$ cat src/rtl/vn_iblut_pkg.sv
// Shared types and default widths for the VN information-bottleneck LUT controllers.
package vn_iblut_pkg;

    localparam int unsigned DEF_WR_ADDR_BITWIDTH = 6;
    localparam int unsigned DEF_RD_ADDR_BITWIDTH = 6;
    localparam int unsigned DEF_WR_BITWIDTH      = 4;
    localparam int unsigned DEF_MSG_BITWIDTH     = 4;
    localparam int unsigned DEF_VN_LOAD_CYCLE    = 64;
    localparam int unsigned DEF_REQ_NUM          = 2;

    typedef enum logic [1:0] {
        ST_IDLE  = 2'd0,
        ST_LOAD  = 2'd1,
        ST_DRAIN = 2'd2,
        ST_SERVE = 2'd3
    } lut_state_e;

    // Index width for an n-entry selector; never collapses to zero bits.
    function automatic int unsigned idx_w(input int unsigned n);
        return (n > 1) ? $clog2(n) : 1;
    endfunction

endpackage

$ cat src/rtl/vn_iblut_load_arb_rr_arbiter.sv
// Round-robin arbiter: grants the first request at or after the pointer, then
// moves the pointer just past the winner. Reusable by any shared-LUT controller.
module rr_arbiter
    import vn_iblut_pkg::*;
#(
    parameter int unsigned REQ_NUM = DEF_REQ_NUM
) (
    input  logic               clk,
    input  logic               rst,
    input  logic [REQ_NUM-1:0] i_req,
    output logic [REQ_NUM-1:0] o_grant
);

    localparam int unsigned IDX_W = idx_w(REQ_NUM);

    logic [IDX_W-1:0] r_ptr;
    logic [IDX_W-1:0] w_nxt;
    logic             w_any;

    // Unrolled over every pointer value so all bit selects stay constant.
    always_comb begin
        o_grant = '0;
        w_any   = 1'b0;
        w_nxt   = r_ptr;
        for (int p = 0; p < REQ_NUM; p++) begin
            if (r_ptr == IDX_W'(p)) begin
                for (int i = 0; i < REQ_NUM; i++) begin
                    if (!w_any && i_req[(p + i) % REQ_NUM]) begin
                        w_any                       = 1'b1;
                        o_grant[(p + i) % REQ_NUM]  = 1'b1;
                        w_nxt                       = IDX_W'((p + i + 1) % REQ_NUM);
                    end
                end
            end
        end
    end

    always_ff @(posedge clk) begin
        if (rst) begin
            r_ptr <= '0;
        end else if (w_any) begin
            r_ptr <= w_nxt;
        end
    end

endmodule

$ cat src/rtl/vn_iblut_load_arb.sv
// Controller for one shared VN IB-LUT cell: streams a LUT image into the write
// port, then arbitrates round-robin read lookups from the sharing VNUs.
module vn_iblut_load_arb
    import vn_iblut_pkg::*;
#(
    parameter int unsigned WR_ADDR_BITWIDTH = DEF_WR_ADDR_BITWIDTH,
    parameter int unsigned RD_ADDR_BITWIDTH = DEF_RD_ADDR_BITWIDTH,
    parameter int unsigned WR_BITWIDTH      = DEF_WR_BITWIDTH,
    parameter int unsigned MSG_BITWIDTH     = DEF_MSG_BITWIDTH,
    parameter int unsigned VN_LOAD_CYCLE    = DEF_VN_LOAD_CYCLE,
    parameter int unsigned REQ_NUM          = DEF_REQ_NUM
) (
    input  logic                                sys_clk,
    input  logic                                rst,
    input  logic                                load_start_i,
    input  logic                                ld_valid_i,
    input  logic [WR_BITWIDTH-1:0]              ld_data_i,
    output logic                                ld_ready_o,
    output logic                                load_done_o,
    output logic                                serve_o,
    output logic [WR_ADDR_BITWIDTH-1:0]         lut_waddr_o,
    output logic [WR_BITWIDTH-1:0]              lut_wdata_o,
    output logic                                lut_wen_o,
    output logic [RD_ADDR_BITWIDTH-1:0]         lut_raddr_o,
    input  logic [MSG_BITWIDTH-1:0]             lut_msg_i,
    input  logic [REQ_NUM-1:0]                  req_valid_i,
    input  logic [REQ_NUM*RD_ADDR_BITWIDTH-1:0] req_addr_i,
    output logic [REQ_NUM-1:0]                  req_grant_o,
    output logic [REQ_NUM-1:0]                  rsp_valid_o,
    output logic [MSG_BITWIDTH-1:0]             rsp_msg_o
);

    lut_state_e                  r_state;
    logic [WR_ADDR_BITWIDTH-1:0] r_cnt;
    logic                        r_ld_ready;
    logic                        r_load_done;
    logic                        r_serve;
    logic [REQ_NUM-1:0]          r_rsp_vld;
    logic [RD_ADDR_BITWIDTH-1:0] r_raddr;

    logic                        w_wr;
    logic                        w_last;
    logic [REQ_NUM-1:0]          w_req;
    logic [REQ_NUM-1:0]          w_grant;
    logic [RD_ADDR_BITWIDTH-1:0] w_gaddr;

    // Reset suppresses the write strobe and the grants in its own cycle.
    assign w_wr   = !rst && (r_state == ST_LOAD) && ld_valid_i;
    assign w_last = (r_cnt == WR_ADDR_BITWIDTH'(VN_LOAD_CYCLE - 1));
    assign w_req  = (!rst && (r_state == ST_SERVE)) ? req_valid_i : '0;

    rr_arbiter #(
        .REQ_NUM (REQ_NUM)
    ) u_rr_arbiter (
        .clk     (sys_clk),
        .rst     (rst),
        .i_req   (w_req),
        .o_grant (w_grant)
    );

    // Read address follows the winner; with no grant it holds the last one.
    always_comb begin
        w_gaddr = r_raddr;
        for (int k = 0; k < REQ_NUM; k++) begin
            if (w_grant[k]) begin
                w_gaddr = req_addr_i[k*RD_ADDR_BITWIDTH +: RD_ADDR_BITWIDTH];
            end
        end
    end

    assign lut_wen_o   = !w_wr;
    assign lut_waddr_o = r_cnt;
    assign lut_wdata_o = w_wr ? ld_data_i : '0;
    assign lut_raddr_o = w_gaddr;
    assign req_grant_o = w_grant;

    assign ld_ready_o  = r_ld_ready;
    assign load_done_o = r_load_done;
    assign serve_o     = r_serve;
    assign rsp_valid_o = r_rsp_vld;
    // The LUT read is synchronous, so its data lines up with the registered valid.
    assign rsp_msg_o   = (|r_rsp_vld) ? lut_msg_i : '0;

    always_ff @(posedge sys_clk) begin
        if (rst) begin
            r_state     <= ST_IDLE;
            r_cnt       <= '0;
            r_ld_ready  <= 1'b0;
            r_load_done <= 1'b0;
            r_serve     <= 1'b0;
            r_rsp_vld   <= '0;
            r_raddr     <= '0;
        end else begin
            r_load_done <= 1'b0;
            r_rsp_vld   <= w_grant;
            r_raddr     <= w_gaddr;
            case (r_state)
                ST_IDLE: begin
                    if (load_start_i) begin
                        r_state    <= ST_LOAD;
                        r_cnt      <= '0;
                        r_ld_ready <= 1'b1;
                    end
                end
                ST_LOAD: begin
                    if (ld_valid_i) begin
                        r_cnt <= r_cnt + 1'b1;
                        if (w_last) begin
                            r_state     <= ST_SERVE;
                            r_ld_ready  <= 1'b0;
                            r_load_done <= 1'b1;
                            r_serve     <= 1'b1;
                        end
                    end
                end
                ST_SERVE: begin
                    if (load_start_i) begin
                        r_state <= ST_DRAIN;
                        r_serve <= 1'b0;
                    end
                end
                ST_DRAIN: begin
                    // The response granted in the last SERVE cycle retires here.
                    r_state    <= ST_LOAD;
                    r_cnt      <= '0;
                    r_ld_ready <= 1'b1;
                end
                default: begin
                    r_state <= ST_IDLE;
                end
            endcase
        end
    end

endmodule

$ cat config.mk
export PLATFORM = sky130hd
export DESIGN_NAME = vn_iblut_load_arb
export DESIGN_NICKNAME = d
export VERILOG_FILES = /design/src/rtl/vn_iblut_pkg.sv /design/src/rtl/vn_iblut_load_arb_rr_arbiter.sv /design/src/rtl/vn_iblut_load_arb.sv
export SDC_FILE = /design/constraint.sdc
export NUM_CORES = 1
export LEC_CHECK = 0
export ABC_AREA = 1
export ABC_CLOCK_PERIOD_IN_PS = 1300
export CAP_MARGIN = 40
export CORE_ASPECT_RATIO = 1.2
export CORE_MARGIN = 10
export CORE_UTILIZATION = 37
export CTS_BUF_LIST = sky130_fd_sc_hd__clkbuf_2 sky130_fd_sc_hd__clkbuf_4 sky130_fd_sc_hd__clkbuf_8
export DETAILED_ROUTE_END_ITERATION = 12
export PLACE_DENSITY = 0.74
export SYNTH_ARGS = -nofsm -noshare
export SYNTH_HDL_FRONTEND = slang
export SYNTH_SLANG_ARGS = --single-unit
$ cat constraint.sdc
create_clock -name sys_clk -period 1.3 [get_ports sys_clk]
set_input_delay 0.13 -clock sys_clk [delete_from_list [all_inputs] [get_ports sys_clk]]
set_output_delay 0.13 -clock sys_clk [all_outputs]
set_load 0.01 [all_outputs]
==> flow_metrics.py, run 1 <==
metrics = {
    "layout": {
        "drive_above_1_share_pct": 36.9,
        "area_growth_syn_to_layout_pct": 91.1,
        "finish.cell_count_without_fillers": 275,
        "fin_area_sq_um": 2010,
        "antenna-diode-count": 0,
        "numnets_final": 269,
    },
    "yosys": {
        "synthCells": 159,
        "netlist_area_sq_um": 1050,
        "ys_top_cells_by_area": "dfxtp_1, nand2_1, inv_1",
        "yosys.cell_count.top_type": "nand2_1",
        "synth_enable_flop_cells": 0,
        "yosysTopAreaCell": "dfxtp_1",
        "synth_ff_type": "dfxtp_1",
        "avgSynthCellArea_sq_um": 6.61,
        "post_synth_most_frequent_cells": "nand2_1, inv_1, nor2_1",
        "ys_ff_latch": 20,
        "synth_top_cell_area_share_pct": 38.1,
        "yosys.cell_types.count": 25,
        "yosysSeqAreaShare_pct": 38.1,
        "synth-async-reset-ratio_pct": 0,
        "synth_nets": 186,
        "synth_warnings": 0,
    },
    "power_and_ir_drop": {
        "areal_power_density_over_the_cells_nw_per_um2": 702,
        "peakVddDrop_mv": 0.449,
        "overall_power_after_layout_mw": 1.41,
        "power_leakage_nw": 1.04,
    },
    "clocking": {
        "cts_num_sinks": 20,
        "cts_tree": "yes",
        "count_of_h_tree_levels_built_during_cts": 1,
        "source_to_sink_clock_delay_at_the_later_pin_of_the_worst_skew_pair_ps": 290,
        "hold_buffer_count_at_cts": 0,
        "cts_inserted_buffers": 3,
        "clk_root_buffer_cell": "clkbuf_4",
        "cts.path.max_buffers": 2,
        "post_cts_clock_slew_at_the_launch_and_capture_registers_of_the_worst_setup_and_hold_paths_ps": 110,
    },
    "die": {
        "floorplan.initialDensity_pct": 38.1,
        "number_of_core_rows": 21,
        "coreArea_sq_um": 2760,
        "dieWidth_microns": 68.7,
        "design.portCount": 54,
        "fp.dieArea_sq_um": 5380,
        "die_height_microns": 78.4,
    },
    "grt": {
        "grt.total_usage_pct": 13.0,
        "grt_start_max_net_pins": 14,
        "grtUsageMet3_pct": 5.40,
        "global_route.overflow_total": 0,
        "global_route.peak_usage_layer": "met2",
        "grt_use_met2_pct": 23.3,
        "grt_antenna_before_repair": 0,
        "global_route_wire_length_before_repair_microns": 5760,
        "grt_util_met1_pct": 12.8,
        "first_global_vias": 1337,
    },
    "place": {
        "dp_hpwl_microns": 2670,
        "place_inst": 262,
        "placement.cell_area_sq_um": 1750,
        "port_buffers": 53,
        "gpl.final_weighted_congestion": 0.804,
    },
    "timing": {
        "timing_hold_violations_final": 0,
        "layout_setup_ws_ps": -337,
        "setup_total_negative_slack_ps": -4740,
        "fin_crit_sh_pct": 126,
        "max-slew-margin-rel_pct": 79.1,
        "finalSetupViolCount": 22,
        "tightest_slew_ps": 309,
        "maxSlewViolCount": 0,
        "finClkSkew_ps": 5.64,
        "final.min_clock_period_ps": 1640,
        "max_clock_freq_mhz": 611,
        "unrepaired_setup_endpoints_after_global_routing": "yes",
    },
    "worst_setup_path": {
        "worstPathArrival_ps": 1510,
        "r2r_setup_slack_ps": -180,
        "crit_required_ps": 1170,
        "crit_type": "flop to output pin",
        "worstRegToRegCells": 11,
        "crit_fanout": 7,
        "endpoint_kind": "output pin",
        "startpoint_type": "flop",
    },
    "detailed_routing": {
        "first_iter_violations": 83,
        "wl_per_cell_microns": 14.1,
        "number_of_drc_violations_after_detailed_routing": 0,
        "detailroute.via_count": 1332,
        "drt.antenna.violating_nets": 0,
        "detailedRoute.firstPassIterationCount": 4,
        "avgViaCountPerCell": 4.84,
        "drt-total-wl_microns": 3890,
    },
    "min_path": {
        "min_path_type": "input port to flop",
        "hold_depth": 5,
    },
    "run": {
        "max_cap_violations": 0,
    },
    "status": {
        "result_of_the_run": "complete, but fails checks",
        "failed_checks": "setup timing",
    },
}
## metal layers
metal,part of all wire [%],vias up
met3,8.9,4
met1,36,606
met4,1.4,0
met5,0,-
li1,-,666
met2,54,56
## placed cells by master, fill, tap and decap left out, types with 3 or more instances in the layout
master and n:
inv_1 25, nand2_1 25, clkdlybuf4s50_1 24, buf_4 17, nor2_1 15, dlygate4sd2_1 15, buf_6 13, dfxtp_1 12
nand3_1 9, buf_2 9, nand4_1 8, dfxtp_2 8, nand2_4 7, nor2_2 7, or2_0 5, a21oi_2 5
nor2_4 4, nand2_2 4, clkbuf_4 3
## state kept, by name, indices dropped and copies added (netlist names)
signal,flops
load_done_o,1
serve_o,1
rsp_valid_o,2
r_raddr,6
lut_waddr_o,6
r_state,2
ld_ready_o,1
u_rr_arbiter.r_ptr,1
## worst paths after layout
kind,startpoint,to
max,r_state[1],lut_raddr_o[0]
min,req_valid_i[0],u_rr_arbiter.r_ptr
max reg2reg,r_state[0],lut_waddr_o[4]
min reg2reg,serve_o,serve_o
## where the power goes
| group | internal [mW] | switching (mW) | leakage [nW] | total [mW] |
|---|---|---|---|---|
| Combinational | 0.215 | 0.192 | 0.851 | 0.406 |
| Sequential | 0.633 | 0.0134 | 0.166 | 0.646 |
| Clock | 0.171 | 0.187 | 0.0210 | 0.357 |
| Total | 1.02 | 0.392 | 1.04 | 1.41 |
## cells by family (layout without fill, tap and decap cells)
| kind of cell | after synthesis | in the layout | synth area share (%) |
|---|---|---|---|
| compound gates | 15 | 15 | 8.10 |
| fa+ha+maj | 1 | 1 | 1.19 |
| buf+inv | 31 | 111 | 11.9 |
| flops | 20 | 20 | 38.1 |
| simple gates | 92 | 94 | 40.7 |
## stage by stage
step	hold slack (ps)	worst slack [ps]	util [%]
floorplan	211	13.1	-
global placement	462	-622	63.4
detailed placement	469	-672	63.4
CTS	405	-321	67.5
global route	496	-436	72.8
finish	445	-337	72.8
## worst max-delay path, cell delays in order (launching register included)
cell and delay, ps:
dfxtp_2 370, nand2_4 60, nor2_4 190, buf_6 160, nand4_1 90, nand3_1 110, nand2_2 70, inv_1 50
buf_2 120
## cell type report
| cell class | instances | area [sq um] |
|---|---|---|
| Clock buffer | 4 | 36.3 |
| Fill cell | 215 | 751 |
| Inverter | 28 | 110 |
| Multi-Input combinational cell | 110 | 708 |
| Sequential cell | 20 | 410 |
| Tap cell | 34 | 42.5 |
| Timing Repair Buffer | 79 | 701 |
## repair_timing
action | CTS | global route
pin swaps | 19 | 12
setup buffers | 7 | 4
gates cloned | 2 | 0
endpoints found under the setup margin | 39 | 30
endpoints found under the hold margin | 0 | 0
gates resized for setup | 98 | 42
Power figures use the tool's default switching activity.
==> run 2: changes to the inputs <==
--- a/config.mk
+++ b/config.mk
@@ -14,6 +14,7 @@
 export CTS_BUF_LIST = sky130_fd_sc_hd__clkbuf_2 sky130_fd_sc_hd__clkbuf_4 sky130_fd_sc_hd__clkbuf_8
 export DETAILED_ROUTE_END_ITERATION = 12
 export PLACE_DENSITY = 0.74
+export SETUP_SLACK_MARGIN = 0.02
 export SYNTH_ARGS = -nofsm -noshare
 export SYNTH_HDL_FRONTEND = slang
 export SYNTH_SLANG_ARGS = --single-unit
==> flow_metrics.py, run 2 (synthesized netlist as in run 1, its figures left out) <==
metrics = {
    "power_and_ir_drop": {
        "power_leakage_nw": 1.07,
        "peakVddDrop_mv": 0.469,
        "overall_power_after_layout_mw": 1.55,
        "swShare_pct": 25.6,
        "reg_power_share_pct": 41.6,
        "power_report.internal_total_mw": 1.16,
        "areal_power_density_over_the_cells_nw_per_um2": 721,
        "power.combinational.fraction_pct": 25.4,
        "power_frac_clock_pct": 32.9,
        "p_switching_uw": 398,
    },
    "min_path": {
        "hold_depth": 2,
        "min_path_type": "flop to flop",
        "timing.hold.worst.start": "serve_o",
        "hold-path-endpoint": "serve_o",
    },
    "layout": {
        "multiInputGateArea_sq_um": 732,
        "nFillCells": 192,
        "final_common_cell": "clkdlybuf4s50_1",
        "layout.cells.most_common_list": "clkdlybuf4s50_1, buf_4, inv_1, nand2_1, nor2_1",
        "ff_latch_area_sq_um": 414,
        "numnets_final": 276,
        "area_growth_syn_to_layout_pct": 105,
        "antenna-diode-count": 0,
        "drive_above_1_share_pct": 41.9,
    },
    "place": {
        "port_buffers": 53,
        "gpl.final_weighted_congestion": 0.828,
        "dp_hpwl_microns": 2620,
    },
    "timing": {
        "maxSlewViolCount": 0,
        "unrepaired_setup_endpoints_after_global_routing": "yes",
        "final.min_clock_period_ps": 1670,
        "timing_hold_violations_final": 0,
        "max_clock_freq_mhz": 600,
        "fin_crit_sh_pct": 128,
        "setup_total_negative_slack_ps": -3680,
        "finalSetupViolCount": 19,
        "tightest_slew_ps": 302,
        "layout_setup_ws_ps": -368,
        "finClkSkew_ps": 6.35,
        "max-slew-margin-rel_pct": 79.8,
    },
    "die": {
        "coreArea_sq_um": 2760,
        "design.portCount": 54,
        "die_height_microns": 78.4,
        "number_of_core_rows": 21,
        "dieWidth_microns": 68.7,
        "fp.dieArea_sq_um": 5380,
        "floorplan.initialDensity_pct": 38.1,
    },
    "worst_setup_path": {
        "end_of_the_worst_register_to_register_path": "r_raddr[1]",
        "crit_path_cell_trace": "nand2_4 > nor2_4 > buf_6 > nand3_4 > nand2_1 > nand3_2 > nand2_2 > inv_2 > buf_6",
        "crit_slowest_cell": "dfxtp_4",
        "r2r_setup_slack_ps": -30,
        "worstPathArrival_ps": 1540,
        "crit_type": "flop to output pin",
        "startpoint_type": "flop",
        "crit_fanout": 7,
        "endpoint_kind": "output pin",
        "timing.critical_path.mode_cell": "buf_6",
        "worstRegToRegCells": 9,
        "rr_startpoint": "r_state[0]",
        "worst_path_largest_cell_delay_ps": 380,
        "crit_required_ps": 1170,
    },
    "clocking": {
        "cts_inserted_buffers": 3,
        "cts_num_sinks": 20,
        "source_to_sink_clock_delay_at_the_later_pin_of_the_worst_skew_pair_ps": 300,
        "hold_buffer_count_at_cts": 0,
        "cts.path.max_buffers": 2,
        "post_cts_clock_slew_at_the_launch_and_capture_registers_of_the_worst_setup_and_hold_paths_ps": 120,
        "clk_root_buffer_cell": "clkbuf_4",
        "cts_tree": "yes",
        "count_of_h_tree_levels_built_during_cts": 1,
    },
    "grt": {
        "global_route.overflow_total": 0,
        "global_route_wire_length_before_repair_microns": 5420,
        "grt_start_max_net_pins": 14,
        "grt.total_usage_pct": 12.4,
        "first_global_vias": 1277,
        "grt_antenna_before_repair": 0,
    },
    "detailed_routing": {
        "detailroute.via_count": 1366,
        "first_iter_violations": 70,
        "drt.antenna.violating_nets": 0,
        "number_of_drc_violations_after_detailed_routing": 0,
        "wl_per_cell_microns": 13.6,
        "drt-total-wl_microns": 3820,
        "detailedRoute.firstPassIterationCount": 4,
        "avgViaCountPerCell": 4.84,
    },
    "run": {
        "max_cap_violations": 0,
    },
    "status": {
        "result_of_the_run": "complete, but fails checks",
        "failed_checks": "setup timing",
    },
}
run 2: per-layer routing:
metal | wire length (microns) | GRT usage (%)
met1 | 1360 | 11.6
met2 | 2070 | 22.7
met3 | 356 | 4.83
met4 | 42 | 5.04
met5 | 0 | 0
run 2: how the worst max path moves through the flow:
stage | from | to | slack [ps] | cells after the start
global route | r_state[0] | lut_raddr_o[1] | -470 | 9
finish | r_state[0] | lut_raddr_o[3] | -370 | 9
CTS | r_state[1] | lut_raddr_o[2] | -350 | 8
global placement | req_valid_i[0] | lut_raddr_o[1] | -620 | 7
floorplan | r_state[1] | lut_raddr_o[0] | 20 | 7
detailed placement | req_valid_i[0] | lut_raddr_o[3] | -660 | 7
run 2: power groups by stage:
stage / Combinational, mW / Clock, mW / Sequential (mW)
after detailed placement: 0.297 / 0 / 0.657
after CTS: 0.328 / 0.525 / 0.642
after global routing: 0.427 / 0.535 / 0.648
final: 0.395 / 0.511 / 0.647
after global placement: 0.289 / 0 / 0.656
after floorplan: 0.103 / 0 / 0.665
run 2: layout make-up:
type / instances / area share (%)
timing repair buffer: 87 / 37.0
multi-input combinational: 109 / 34.0
sequential: 20 / 19.2
inverter: 28 / 5.34
tap: 34 / 1.97
clock inverter: 1 / 1.39
clock buffer: 3 / 1.05
run 2: through the flow:
stage	util (%)	hold slack [ps]	cells	cell area, sq um	setup slack [ps]
after global routing	78.1	513	282	2150	-473
after detailed placement	64.2	472	265	1770	-661
after global placement	64.2	461	265	1770	-617
after CTS	70.7	486	277	1950	-353
final	78.1	488	282	2150	-368
after floorplan	-	211	159	1050	20.6
run 2: timing repair:
action	CTS	global route
endpoints found under the setup margin	39	31
gates resized for setup	102	50
hold endpoints to repair	0	0
pin swaps	16	29
gates cloned	1	0
buffers inserted	10	8
run 2: critical path: cells and delay by family (launching register included):
kind / cells / cell delay, ps
and+or+nand+nor: 6 / 600
DFF: 1 / 380
buffers and inverters: 3 / 270
==> run 3: changes to the inputs <==
--- a/config.mk
+++ b/config.mk
@@ -8,13 +8,14 @@
 export ABC_AREA = 1
 export ABC_CLOCK_PERIOD_IN_PS = 1300
 export CAP_MARGIN = 40
-export CORE_ASPECT_RATIO = 1.2
 export CORE_MARGIN = 10
-export CORE_UTILIZATION = 37
+export CORE_UTILIZATION = 58
 export CTS_BUF_LIST = sky130_fd_sc_hd__clkbuf_2 sky130_fd_sc_hd__clkbuf_4 sky130_fd_sc_hd__clkbuf_8
 export DETAILED_ROUTE_END_ITERATION = 12
-export PLACE_DENSITY = 0.74
+export DONT_BUFFER_PORTS = 1
+export PLACE_DENSITY = 0.72
 export SETUP_SLACK_MARGIN = 0.02
 export SYNTH_ARGS = -nofsm -noshare
 export SYNTH_HDL_FRONTEND = slang
 export SYNTH_SLANG_ARGS = --single-unit
+export TNS_END_PERCENT = 5
==> flow_metrics.py, run 3 (synthesized netlist as in run 1, its figures left out) <==
metrics = {
    "clocking": {
        "cts.path.max_buffers": 2,
        "cts_tree": "yes",
        "cts_inserted_buffers": 3,
        "cts_num_sinks": 20,
        "source_to_sink_clock_delay_at_the_later_pin_of_the_worst_skew_pair_ps": 280,
        "count_of_h_tree_levels_built_during_cts": 1,
        "post_cts_clock_slew_at_the_launch_and_capture_registers_of_the_worst_setup_and_hold_paths_ps": 100,
        "clk_root_buffer_cell": "clkbuf_4",
    },
    "power_and_ir_drop": {
        "overall_power_after_layout_mw": 1.12,
        "peakVddDrop_mv": 0.632,
        "power_leakage_nw": 0.649,
        "areal_power_density_over_the_cells_nw_per_um2": 844,
    },
    "layout": {
        "finish.cell_count_without_fillers": 203,
        "layout.cells.most_common_list": "nand2_1, inv_1, nor2_1, dfxtp_1, buf_4",
        "drive_above_1_share_pct": 29.2,
        "antenna-diode-count": 0,
        "numnets_final": 207,
        "final_common_cell": "nand2_1",
        "fin_area_sq_um": 1330,
        "postLayoutCoreUtil_pct": 77.1,
        "area_growth_syn_to_layout_pct": 26.7,
    },
    "status": {
        "result_of_the_run": "complete, but fails checks",
        "failed_checks": "setup timing",
    },
    "timing": {
        "layout_setup_ws_ps": -279,
        "finClkSkew_ps": 1.46,
        "final.min_clock_period_ps": 1580,
        "max_clock_freq_mhz": 633,
        "max-slew-margin-rel_pct": 68.7,
        "maxSlewViolCount": 0,
        "unrepaired_setup_endpoints_after_global_routing": "yes",
        "tightest_slew_ps": 468,
        "fin_crit_sh_pct": 121,
        "setup_total_negative_slack_ps": -2390,
        "finalSetupViolCount": 14,
        "timing_hold_violations_final": 0,
        "hold-worst-slack_ps": 40.9,
    },
    "min_path": {
        "min_path_type": "input port to flop",
        "timing.hold.worst.start": "req_valid_i[0]",
        "hold_depth": 4,
    },
    "run": {
        "max_cap_violations": 0,
    },
    "grt": {
        "global_route_wire_length_before_repair_microns": 4690,
        "grt.total_usage_pct": 14.1,
        "grt_start_max_net_pins": 15,
        "global_route.overflow_total": 0,
        "grt_antenna_before_repair": 0,
        "first_global_vias": 983,
    },
    "place": {
        "port_buffers": 0,
        "detailedPlace.worstSlack_ps": 20.7,
        "dp_hpwl_microns": 2190,
        "gpl.final_weighted_congestion": 0.858,
        "place_inst": 191,
        "placement.cell_area_sq_um": 1140,
    },
    "detailed_routing": {
        "drt-total-wl_microns": 3020,
        "wl_per_cell_microns": 14.9,
        "drt.antenna.violating_nets": 0,
        "detailedRoute.firstPassIterationCount": 5,
        "detailroute.via_count": 1075,
        "first_iter_violations": 41,
        "number_of_drc_violations_after_detailed_routing": 0,
        "avgViaCountPerCell": 5.30,
    },
    "worst_setup_path": {
        "crit_type": "flop to output pin",
        "crit_slowest_cell": "dfxtp_2",
        "worst_path_largest_cell_delay_ps": 380,
        "endpoint_kind": "output pin",
        "crit_required_ps": 1170,
        "worstPathArrival_ps": 1450,
        "critPathLaunch": "r_state[1]",
        "crit_fanout": 7,
        "rr_startpoint": "r_state[1]",
        "startpoint_type": "flop",
        "crit_path_cell_trace": "nand2_4 > nor2_4 > buf_6 > nand4_1 > nand3_2 > nand2_2 > inv_2",
        "worstRegToRegCells": 9,
    },
    "die": {
        "dieWidth_microns": 62.6,
        "coreArea_sq_um": 1730,
        "die_height_microns": 62.6,
        "fp.dieArea_sq_um": 3920,
        "design.portCount": 54,
        "number_of_core_rows": 15,
        "floorplan.initialDensity_pct": 60.9,
    },
}
[run 3: worst paths after layout]
| path | end | slack, ps |
|---|---|---|
| worst max register to register | r_raddr[0] | -150 |
| worst min register to register | ld_ready_o | 530 |
| worst min-delay path | u_rr_arbiter.r_ptr | 40 |
| worst max-delay path | lut_raddr_o[0] | -280 |
[run 3: worst max-delay path, delay by kind of cell (launching register included)]
family / cells / cell delay, ps
buffers and inverters: 2 / 230
AND/OR/NAND/NOR: 5 / 560
flip-flops: 1 / 380
[run 3: cell type report]
cell class | count | area, sq um
Clock buffer | 3 | 22.5
Fill cell | 147 | 395
Inverter | 28 | 105
Multi-Input combinational cell | 109 | 624
Sequential cell | 20 | 407
Tap cell | 25 | 31.3
Timing Repair Buffer | 18 | 141
[run 3: what timing repair did]
action / CTS / global route
setup endpoints to repair: 14 / 25
pin swaps: 6 / 8
buffers inserted: 5 / 2
endpoints found under the hold margin: 11 / 12
resized for setup: 13 / 20
cloned: 1 / 0
[run 3: power by group]
group | total, mW | internal (mW) | switching (mW)
Sequential | 0.652 | 0.633 | 0.0195
Clock | 0.277 | 0.107 | 0.170
Combinational | 0.194 | 0.0775 | 0.117
Total | 1.12 | 0.818 | 0.306
[run 3: layer usage]
layer | GRT usage, % | routed length, microns
met1 | 17.1 | 1250
met4 | 2.51 | 9
met2 | 21.9 | 1440
met5 | 0 | 0
met3 | 6.99 | 321
